$ cat config.mk
export PLATFORM = sky130hd
export DESIGN_NAME = pipeline_hazard_ctrl
export DESIGN_NICKNAME = d
export VERILOG_FILES = /design/src/rtl/pipeline_hazard_ctrl.sv
export SDC_FILE = /design/constraint.sdc
export NUM_CORES = 1
export LEC_CHECK = 0
export BUFFER_PORTS_ARGS = -buffer_cell sky130_fd_sc_hd__buf_4
export CAP_MARGIN = 30
export CORE_MARGIN = 1
export CORE_UTILIZATION = 30
export DETAILED_ROUTE_END_ITERATION = 16
export GPL_TIMING_DRIVEN = 0
export SYNTH_ARGS = -nofsm -noshare
export SYNTH_HDL_FRONTEND = slang
export SYNTH_SLANG_ARGS = --single-unit
$ cat constraint.sdc
create_clock -name clk -period 5 [get_ports clk]
set_clock_uncertainty 0.05 [all_clocks]
set_input_delay 1 -clock clk [delete_from_list [all_inputs] [get_ports clk]]
set_output_delay 1 -clock clk [all_outputs]
set_load 0.05 [all_outputs]
$ cat src/rtl/pipeline_hazard_ctrl.sv
// Hazard control for a 5-stage pipeline: forwarding selects, load-use stall, branch flush,
// and multi-cycle memory / mul-div stall sequencing through a small FSM.
// Forwarding and stall/flush outputs are combinational; stall FSM state advances one step per clk.
module pipeline_hazard_ctrl #(
  parameter int REG_AW   = 5,
  parameter int MEM_WAIT = 2,
  parameter int MD_LAT   = 4
) (
  input  logic              clk,
  input  logic              rst_n,
  input  logic [REG_AW-1:0] Rs1_D,
  input  logic [REG_AW-1:0] Rs2_D,
  input  logic [REG_AW-1:0] Rs1_E,
  input  logic [REG_AW-1:0] Rs2_E,
  input  logic [REG_AW-1:0] Rd_E,
  input  logic [REG_AW-1:0] Rd_M,
  input  logic [REG_AW-1:0] Rd_W,
  input  logic              RegWrite_M,
  input  logic              RegWrite_W,
  input  logic              ResultSrc_E_0,
  input  logic              MemAccess_M,
  input  logic              MulDiv_E,
  input  logic [1:0]        PC_Src_E,
  output logic              Stall_F,
  output logic              Stall_D,
  output logic              Stall_E,
  output logic              Stall_M,
  output logic              Flush_D,
  output logic              Flush_E,
  output logic              Flush_M,
  output logic              Flush_W,
  output logic [1:0]        ForwardA_E,
  output logic [1:0]        ForwardB_E,
  output logic              Busy
);

  typedef enum logic [1:0] {IDLE, MWAIT, MDBUSY} state_t;

  // The trigger cycle already counts as one stall cycle, so the wait state is loaded with N-2.
  localparam logic [4:0] MEM_INIT = (MEM_WAIT >= 2) ? 5'(MEM_WAIT - 2) : 5'd0;
  localparam logic [4:0] MD_INIT  = (MD_LAT   >= 2) ? 5'(MD_LAT   - 2) : 5'd0;

  state_t      state_q, state_d;
  logic [4:0]  cnt_q, cnt_d;
  logic        mem_ack_q, mem_ack_d;
  logic        md_ack_q, md_ack_d;

  logic        is_idle;
  logic        mem_trig;
  logic        md_trig;
  logic        lw_stall;
  logic        redirect;
  logic        mem_stall;
  logic        md_stall;

  assign is_idle  = (state_q == IDLE);
  assign mem_trig = is_idle && MemAccess_M && !mem_ack_q && (MEM_WAIT > 0);
  // The instruction in M is older than the one in E, so a memory access wins a same-cycle tie.
  assign md_trig  = is_idle && MulDiv_E && !md_ack_q && !mem_trig;
  assign lw_stall = ResultSrc_E_0 && (Rd_E != '0) && ((Rs1_D == Rd_E) || (Rs2_D == Rd_E));
  assign redirect = |PC_Src_E;
  assign mem_stall = mem_trig || (state_q == MWAIT);
  assign md_stall  = md_trig  || (state_q == MDBUSY);
  assign Busy      = !is_idle;

  // Forwarding: M has priority over W as it holds the newer value; x0 is never forwarded.
  always_comb begin
    ForwardA_E = 2'b00;
    ForwardB_E = 2'b00;
    if (RegWrite_M && (Rs1_E == Rd_M) && (Rs1_E != '0))      ForwardA_E = 2'b10;
    else if (RegWrite_W && (Rs1_E == Rd_W) && (Rs1_E != '0)) ForwardA_E = 2'b01;
    if (RegWrite_M && (Rs2_E == Rd_M) && (Rs2_E != '0))      ForwardB_E = 2'b10;
    else if (RegWrite_W && (Rs2_E == Rd_W) && (Rs2_E != '0)) ForwardB_E = 2'b01;
  end

  // Next-state: acks live for one cycle only so the released instruction moves exactly once.
  always_comb begin
    state_d   = state_q;
    cnt_d     = cnt_q;
    mem_ack_d = 1'b0;
    md_ack_d  = 1'b0;
    unique case (state_q)
      IDLE: begin
        if (mem_trig) begin
          if (MEM_WAIT == 1) begin
            mem_ack_d = 1'b1;
          end else begin
            state_d = MWAIT;
            cnt_d   = MEM_INIT;
          end
        end else if (md_trig) begin
          if (MD_LAT == 1) begin
            md_ack_d = 1'b1;
          end else begin
            state_d = MDBUSY;
            cnt_d   = MD_INIT;
          end
        end
      end
      MWAIT: begin
        if (cnt_q == 5'd0) begin
          state_d   = IDLE;
          mem_ack_d = 1'b1;
        end else begin
          cnt_d = cnt_q - 5'd1;
        end
      end
      MDBUSY: begin
        if (cnt_q == 5'd0) begin
          state_d  = IDLE;
          md_ack_d = 1'b1;
        end else begin
          cnt_d = cnt_q - 5'd1;
        end
      end
      default: state_d = IDLE;
    endcase
  end

  // Stall/flush outputs: long stalls mask load-use and branch flushes, so a held branch
  // only flushes once the stall releases.
  always_comb begin
    Stall_F = 1'b0;
    Stall_D = 1'b0;
    Stall_E = 1'b0;
    Stall_M = 1'b0;
    Flush_D = 1'b0;
    Flush_E = 1'b0;
    Flush_M = 1'b0;
    Flush_W = 1'b0;
    if (mem_stall) begin
      Stall_F = 1'b1;
      Stall_D = 1'b1;
      Stall_E = 1'b1;
      Stall_M = 1'b1;
      Flush_W = 1'b1;
    end else if (md_stall) begin
      Stall_F = 1'b1;
      Stall_D = 1'b1;
      Stall_E = 1'b1;
      Flush_M = 1'b1;
    end else begin
      Stall_F = lw_stall;
      Stall_D = lw_stall;
      Flush_D = redirect;
      Flush_E = lw_stall || redirect;
    end
  end

  // State register with asynchronous clear so a reset aborts any stall in progress.
  always_ff @(posedge clk or negedge rst_n) begin
    if (!rst_n) begin
      state_q   <= IDLE;
      cnt_q     <= 5'd0;
      mem_ack_q <= 1'b0;
      md_ack_q  <= 1'b0;
    end else begin
      state_q   <= state_d;
      cnt_q     <= cnt_d;
      mem_ack_q <= mem_ack_d;
      md_ack_q  <= md_ack_d;
    end
  end

endmodule

Word-level counts from Yosys, hierarchy flattened
Index checks and enable logic that the tools add are counted.

Output and inout bits: 13. Input port bits: 44. Logic and storage cells: 74. Register bits: 9.

Equality and inequality tests: 11. $add $sub $neg: 1. Mux-type cells: 25. Reductions and logical operators: 33.

Operator list (number): == test 5 bit (6); logical AND 1 bit (15); 2-to-1 mux 1 bit (15); 2-to-1 mux 5 bit (3); nonzero test 5 bit (3); 2-to-1 mux 2 bit (5); one-hot mux 5 bit (2 select lines) (1); logical NOT 5 bit (1); subtractor 5 x 1 -> 5 bit, second input constant (1); logical NOT 1 bit (4); logical OR 1 bit (4); one-hot mux 2 bit (2 select lines) (1); OR reduction 2 bit (2); inequality test 3 x 1 -> 1 bit, second input constant (1); AND reduction 3 bit (1); == test 2 x 1 -> 1 bit, second input constant (1); == test 2 bit, second input constant (1); logical NOT 2 bit (1); inequality test 2 x 1 -> 1 bit, second input constant (1); inequality test 2 bit, second input constant (1); AND reduction 2 bit (1); nonzero test 2 bit (1).

Logic depth before layout (Yosys ltp)
Gate-level depths: netlist of the first run.

Depth in word-level cells: 8. Depth in mapped cells: 7. Depth with buffers taken out: 6.

Worst setup path after synthesis of the first run
Ideal clock, no wire load.

Path type: input -> output. Start point: input port MulDiv_E. End point: output port Flush_E. Buffers on the path: 0. Stages on the path: 4. Data arrival time: 3053 ps. Required time: 3950 ps. Setup slack: 897 ps. Cells stage by stage: nor2b_1 > a31oi_1 > nand2_1 > o31ai_1.

Cells in the longest elaborated chain, start to end: 6.

RTL lines: from (decl) (line 22) `input logic MulDiv_E,`; logical AND 1 bit (3 in series) (line 59) `assign md_trig = is_idle && MulDiv_E && !md_ack_q && !mem_trig;`; logical OR 1 bit (line 63) `assign md_stall = md_trig || (state_q == MDBUSY);`; 2-to-1 mux 1 bit (line 137) `end else if (md_stall) begin`; 2-to-1 mux 1 bit (line 131) `if (mem_stall) begin`; to (decl) (line 29) `output logic Flush_E,`.

Every way passes these cells.

Worst setup path after layout of the first run
Start point: input port Rs1_E[1]. End point: output port ForwardA_E[0].

Cells in the longest elaborated chain, start to end: 5. Elaborated cells on any way between the ends: 9.

RTL lines: from (decl) (line 13) `input logic [REG_AW-1:0] Rs1_E,`; == test 5 bit (line 71) `else if (RegWrite_W && (Rs1_E == Rd_W) && (Rs1_E != '0)) ForwardA_E = 2'b01;`; logical AND 1 bit (2 in series) (line 71); 2-to-1 mux 1 bit (line 71); 2-to-1 mux 2 bit (*) (line 70) `if (RegWrite_M && (Rs1_E == Rd_M) && (Rs1_E != '0)) ForwardA_E = 2'b10;`; to (decl) (line 32) `output logic [1:0] ForwardA_E,`.

Mark *: on every way between the ends. The rest lies on a longest branch, timed or not.

==> flow_summary.toml, run 1 <==
[run_status]
status = "completed"

[yosys]
synth_cell_types = 34
ys_ff_latch = 9
yosys-top-cells-area = "dfrtp_1, xnor2_1, xor2_1, ha_1, nor4_2"
synthCells = 120
synthAdderAreaFrac_pct = 4.80
synth_nets = 168
synth_mux_area_share_pct = 2.04
netlist.area_leader.share_pct = 21.6
synth_area_um2 = 1040
async_flop_share_pct = 100
ys.warnings.count = 0
synth_top_family_by_area = "simple AND/OR/NAND/NOR gates"
synth_compound_area_share_pct = 13.7
yosys_most_used_dff = "dfrtp_1"
synth-edff-count = 0
synth_xor_area_share_pct = 25.2
synth_top_area_cell = "dfrtp_1"
yosysSeqAreaShare_pct = 21.6
syn_area_per_cell_um2 = 8.70
yosys.area_share.simple_pct = 27.7

[min_path]
hp-class = "reg -> reg"

[cts]
clk_latency_ps = 250
clock_sinks = 9
cts_root_buf = "clkbuf_4"
htree_levels = 1
cts_hold_buffers = 0
cts_setup_buffers = 0
cts.clk_slew.worst_paths_ps = 60
cts_resized = 0
clk_path_buf_depth = 2
cts-buffers-inserted = 3
cts_tree = "yes"

[cells_and_area]
layout-drive-gt1-share_pct = 40.0
n_fill_cell = 333
multi_input_area_um2 = 766
register_area_um2 = 225
areaGrowthSynthToFinish_pct = 48.3
diodes = 0
nets = 229

[timing]
relSlewSlack_pct = 74.5
maxSlewViolCount = 0
setup_tns_ps = 0
finalCritPeriodShare_pct = 68.0
worst_pin_slew_ps = 383
setup_viol_count_final = 0
holdWs_ps = 505
rsz0062_at_grt = "no"
layout_min_cycle_time_ps = 3400
fmax_mhz = 294
hold_viol = 0

[die]
rows = 21
io_pins = 57
coreArea_um2 = 3340
die_x_um = 61.0
die_height_um = 61.0
start_util_pct = 31.3
dieArea_um2 = 3720

[worst_setup_path]
critical_path.max_fanout = 3
endpoint_kind = "output port"
critPathLaunchType = "input port"
crit_arrival_ps = 2350
required_ps = 3950
crit_type = "in -> out"

[global_routing]
gr-total-overflow = 0
grt_max_degree = 11
antenna_found_initial = 0
grtUsageTotal_pct = 14.6
grt_pass1_vias = 1045
grt_pass1_wl_um = 4130

[route]
drt-initial-drc-count = 34
finalWirelength_um = 2710
routed-via-count = 1059
wl_per_cell_um = 12.0
final_antenna_net_count = 0
drc = 0
firstDrtPassIters = 3
via_per_inst = 4.69

[placement]
dpl.hpwl_um = 2280
place.gp.congestion = 0.802
port_buffers = 56

[flow_run]
cap_viol_max_count = 0

[power_and_ir_drop]
leakagePower_nw = 0.729
vdd_drop_max_mv = 0.278
power_density_nw_per_um2 = 481
## cell families after synthesis
group / after synthesis
compound gates: 21
mux: 2
flops: 9
xor+xnor: 30
simple gates: 42
buf+inv: 12
fa+ha+maj: 4
## layout make-up
type	count	share of cell area, %
flip-flops and latches	9	14.6
clock buffers	4	1.70
well taps	46	3.72
multi-input cells	99	49.5
plain buffers	4	1.46
inverters	8	1.94
repair buffers	56	27.2
## metrics by stage
stage | area, µm² | std cells | worst slack [ps] | total power [mW] | utilization [%]
global route | 1550 | 226 | 1510 | 0.801 | 46.4
floorplan | 1040 | 120 | 897 | 0.530 | -
detailed placement | 1520 | 222 | 1590 | 0.690 | 45.6
CTS | 1550 | 226 | 1580 | 0.749 | 46.4
finish | 1550 | 226 | 1600 | 0.744 | 46.4
global placement | 1520 | 222 | 1630 | 0.685 | 45.6
## cell usage in the layout, fill, tap and decap left out, drive strengths merged, types with 2 or more instances in the layout
master  instances
a21o            2
a21oi           4
a22o            3
a22oi           2
a31oi           3
and2            2
buf            58
clkbuf          6
dfrtp           9
ha              4
inv             8
nand2           6
nand2b          3
nand4           4
nor2           10
nor2b           4
nor3            3
nor4            5
o21ai           2
or4             3
xnor2          16
xor2           14
## cell usage after synthesis (all sizes together), types with 2 or more instances
| master | n |
|---|---|
| xor2 | 14 |
| nor3 | 3 |
| dfrtp | 9 |
| buf | 2 |
| nor2 | 10 |
| nand4 | 4 |
| nor4 | 5 |
| nand2b | 3 |
| a21o | 2 |
| xnor2 | 16 |
| nor2b | 4 |
| nand2 | 6 |
| or4 | 3 |
| a22o | 3 |
| a22oi | 2 |
| o21ai | 2 |
| a21oi | 4 |
| and2 | 2 |
| inv | 8 |
| clkbuf | 2 |
| a31oi | 3 |
| ha | 4 |
## per-layer routing
metal | global-route usage [%] | share of wire [%] | vias up
li1 | - | - | 536
met1 | 17.0 | 45 | 488
met2 | 27.2 | 49 | 33
met3 | 2.13 | 5.9 | 2
met4 | 4.55 | 0.66 | 0
met5 | 0 | 0 | -
## critical path, cell delays in order
cell and delay (ps):
buf_4 130, or4_4 540, nor2_4 120, nor4_2 70
nor4_2 250, buf_4 240
## sequential cells by signal, indices dropped and copies added (netlist names)
name	flops
cnt_q	5
mem_ack_q	1
state_q	2
md_ack_q	1
## report_power, final
group | switching [mW] | total (mW) | internal (mW)
logic | 0.359 | 0.573 | 0.215
clock network | 0.0229 | 0.0535 | 0.0306
registers | 0.0211 | 0.117 | 0.0962
## path summary, 6_finish.rpt
| kind | start | end | slack, ps | depth (start not counted) |
|---|---|---|---|---|
| setup / recovery | Rs1_E[1] | ForwardA_E[0] | 1600 | 6 |
| hold / removal | cnt_q[4] | cnt_q[4] | 500 | 1 |
| setup reg to reg | state_q[1] | cnt_q[1] | 3140 | 7 |
| hold reg to reg | cnt_q[4] | cnt_q[4] | 500 | 1 |
| max in group asynchronous | rst_n | md_ack_q | 4260 | 1 |
| min in group asynchronous | rst_n | cnt_q[0] | 510 | 1 |
(Power assumes the default switching activity.)
==> inputs of run 2 (changes only) <==
==> constraint.sdc (replaced) <==
create_clock -name clk -period 2.79 [get_ports clk]
set_clock_uncertainty 0.05 [all_clocks]
set_input_delay 0.558 -clock clk [delete_from_list [all_inputs] [get_ports clk]]
set_output_delay 0.558 -clock clk [all_outputs]
set_load 0.05 [all_outputs]
==> run 2 against run 1 <==
Against the previous run: power is 84% higher; non-clock buffer count unchanged; worst hold slack worse by 470 ps; sequential power up 80%; sequential share of layout area down 0.33 points; register-to-register slack got worse by 2200 ps; critical path depth up 2; design area up 2.3%; via count rose by 3.1%; count of clock-buffer cells in the layout is the same; worst setup slack lost 1400 ps; largest power group unchanged.
==> flow_summary.toml, run 2 (synthesis gave the netlist of run 1 again) <==
[run_status]
status = "completed"

[timing]
holdWs_ps = 32.3
finalCritPeriodShare_pct = 93.6
layout_min_cycle_time_ps = 2610
worst_pin_slew_ps = 429
fmax_mhz = 383
setup_viol_count_final = 0
maxSlewViolCount = 0
rsz0062_at_grt = "no"
relSlewSlack_pct = 71.2
hold_viol = 0

[cts]
cts_setup_buffers = 0
clk_path_buf_depth = 2
cts.clk_slew.worst_paths_ps = 70
htree_levels = 1
cts_hold_buffers = 0
clk_latency_ps = 280
cts_tree = "yes"
cts-buffers-inserted = 3
clock_sinks = 9
cts_root_buf = "clkbuf_4"

[global_routing]
grt_max_degree = 11
gr-total-overflow = 0
grt_pass1_wl_um = 4400
grtUsageTotal_pct = 16.1
grt_pass1_vias = 1070
antenna_found_initial = 0

[placement]
port_buffers = 56
place.gp.congestion = 0.860
numPlacedInstances = 222
dpl.hpwl_um = 2370

[worst_setup_path]
required_ps = 2180
critical_path.max_fanout = 8
critPathLaunchType = "flip-flop"
endpoint_kind = "output port"
rrSetupSlack_ps = 910
crit_type = "reg -> out"
crit_arrival_ps = 2000

[route]
wl_per_cell_um = 12.6
via_per_inst = 4.83
finalWirelength_um = 2840
drt-initial-drc-count = 26
firstDrtPassIters = 4
final_antenna_net_count = 0
routed-via-count = 1092
drc = 0

[die]
die_x_um = 61.0
die_height_um = 61.0
io_pins = 57
coreArea_um2 = 3340
start_util_pct = 31.3
dieArea_um2 = 3720
rows = 21

[cells_and_area]
register_area_um2 = 225
nets = 229
diodes = 0
multi_input_area_um2 = 802
final_util_pct = 47.5
layout-drive-gt1-share_pct = 42.2
final_cell_mix = "buf_4, xnor2_1, xor2_1, dfrtp_1"
layout_commonest_cell = "buf_4"
areaGrowthSynthToFinish_pct = 51.8
final_cells = 226
n_fill_cell = 326
largest_reg_flops = 5
top_register = "cnt_q"
reg_top3 = "cnt_q x5, state_q x2"

[min_path]
hp-class = "in -> async"

[power_and_ir_drop]
power_density_nw_per_um2 = 867
power_mw = 1.37
vdd_drop_max_mv = 0.730
leakagePower_nw = 0.734

[flow_run]
cap_viol_max_count = 0
-- run 2: timing repair --
item | CTS | global route
gates resized for setup | 0 | 2
setup endpoints to repair | 0 | 1
endpoints found under the hold margin | 0 | 0
-- run 2: power by group --
part | leakage, nW | switching (mW) | internal [mW]
clock | 0.0150 | 0.0555 | 0.0556
sequential | 0.117 | 0.0384 | 0.172
combinational | 0.602 | 0.654 | 0.398
total | 0.734 | 0.747 | 0.625
-- run 2: metrics by stage --
step                      setup slack, ps  area [µm²]  TNS (ps)
after floorplan                     -64.8        1070     -64.8
after global placement                241        1550         0
after detailed placement              232        1550         0
after CTS                             111        1570         0
after global routing                 46.3        1580         0
final                                 178        1580         0
-- run 2: path summary, 6_finish.rpt --
kind,start,endpoint,cells past startpoint
worst max register to register,state_q[0],cnt_q[1],7
worst min register to register,cnt_q[4],cnt_q[4],1
max in group asynchronous,rst_n,cnt_q[4],1
worst max-delay path,state_q[0],Stall_F,8
worst min-delay path,rst_n,cnt_q[1],1
min in group clk,cnt_q[4],cnt_q[4],1
-- run 2: final cells by class --
class | count | share of cell area [%]
Buffer | 4 | 1.42
Sequential cell | 9 | 14.2
Timing Repair Buffer | 56 | 26.5
Tap cell | 46 | 3.63
Multi-Input combinational cell | 99 | 50.6
Clock buffer | 4 | 1.66
Inverter | 8 | 1.90
-- run 2: worst max-delay path, cell delays in order (launching register included) --
cell,delay (ps)
dfrtp_1,380
inv_1,80
ha_1,190
clkbuf_1,190
a31oi_2,220
nand2_1,130
o21bai_2,210
buf_4,140
buf_4,180
-- run 2: layer usage --
metal	global-route usage (%)	part of all wire (%)
met2	29.4	50
met3	2.99	7.2
met1	18.0	42
met4	7.79	1.5
met5	0	0
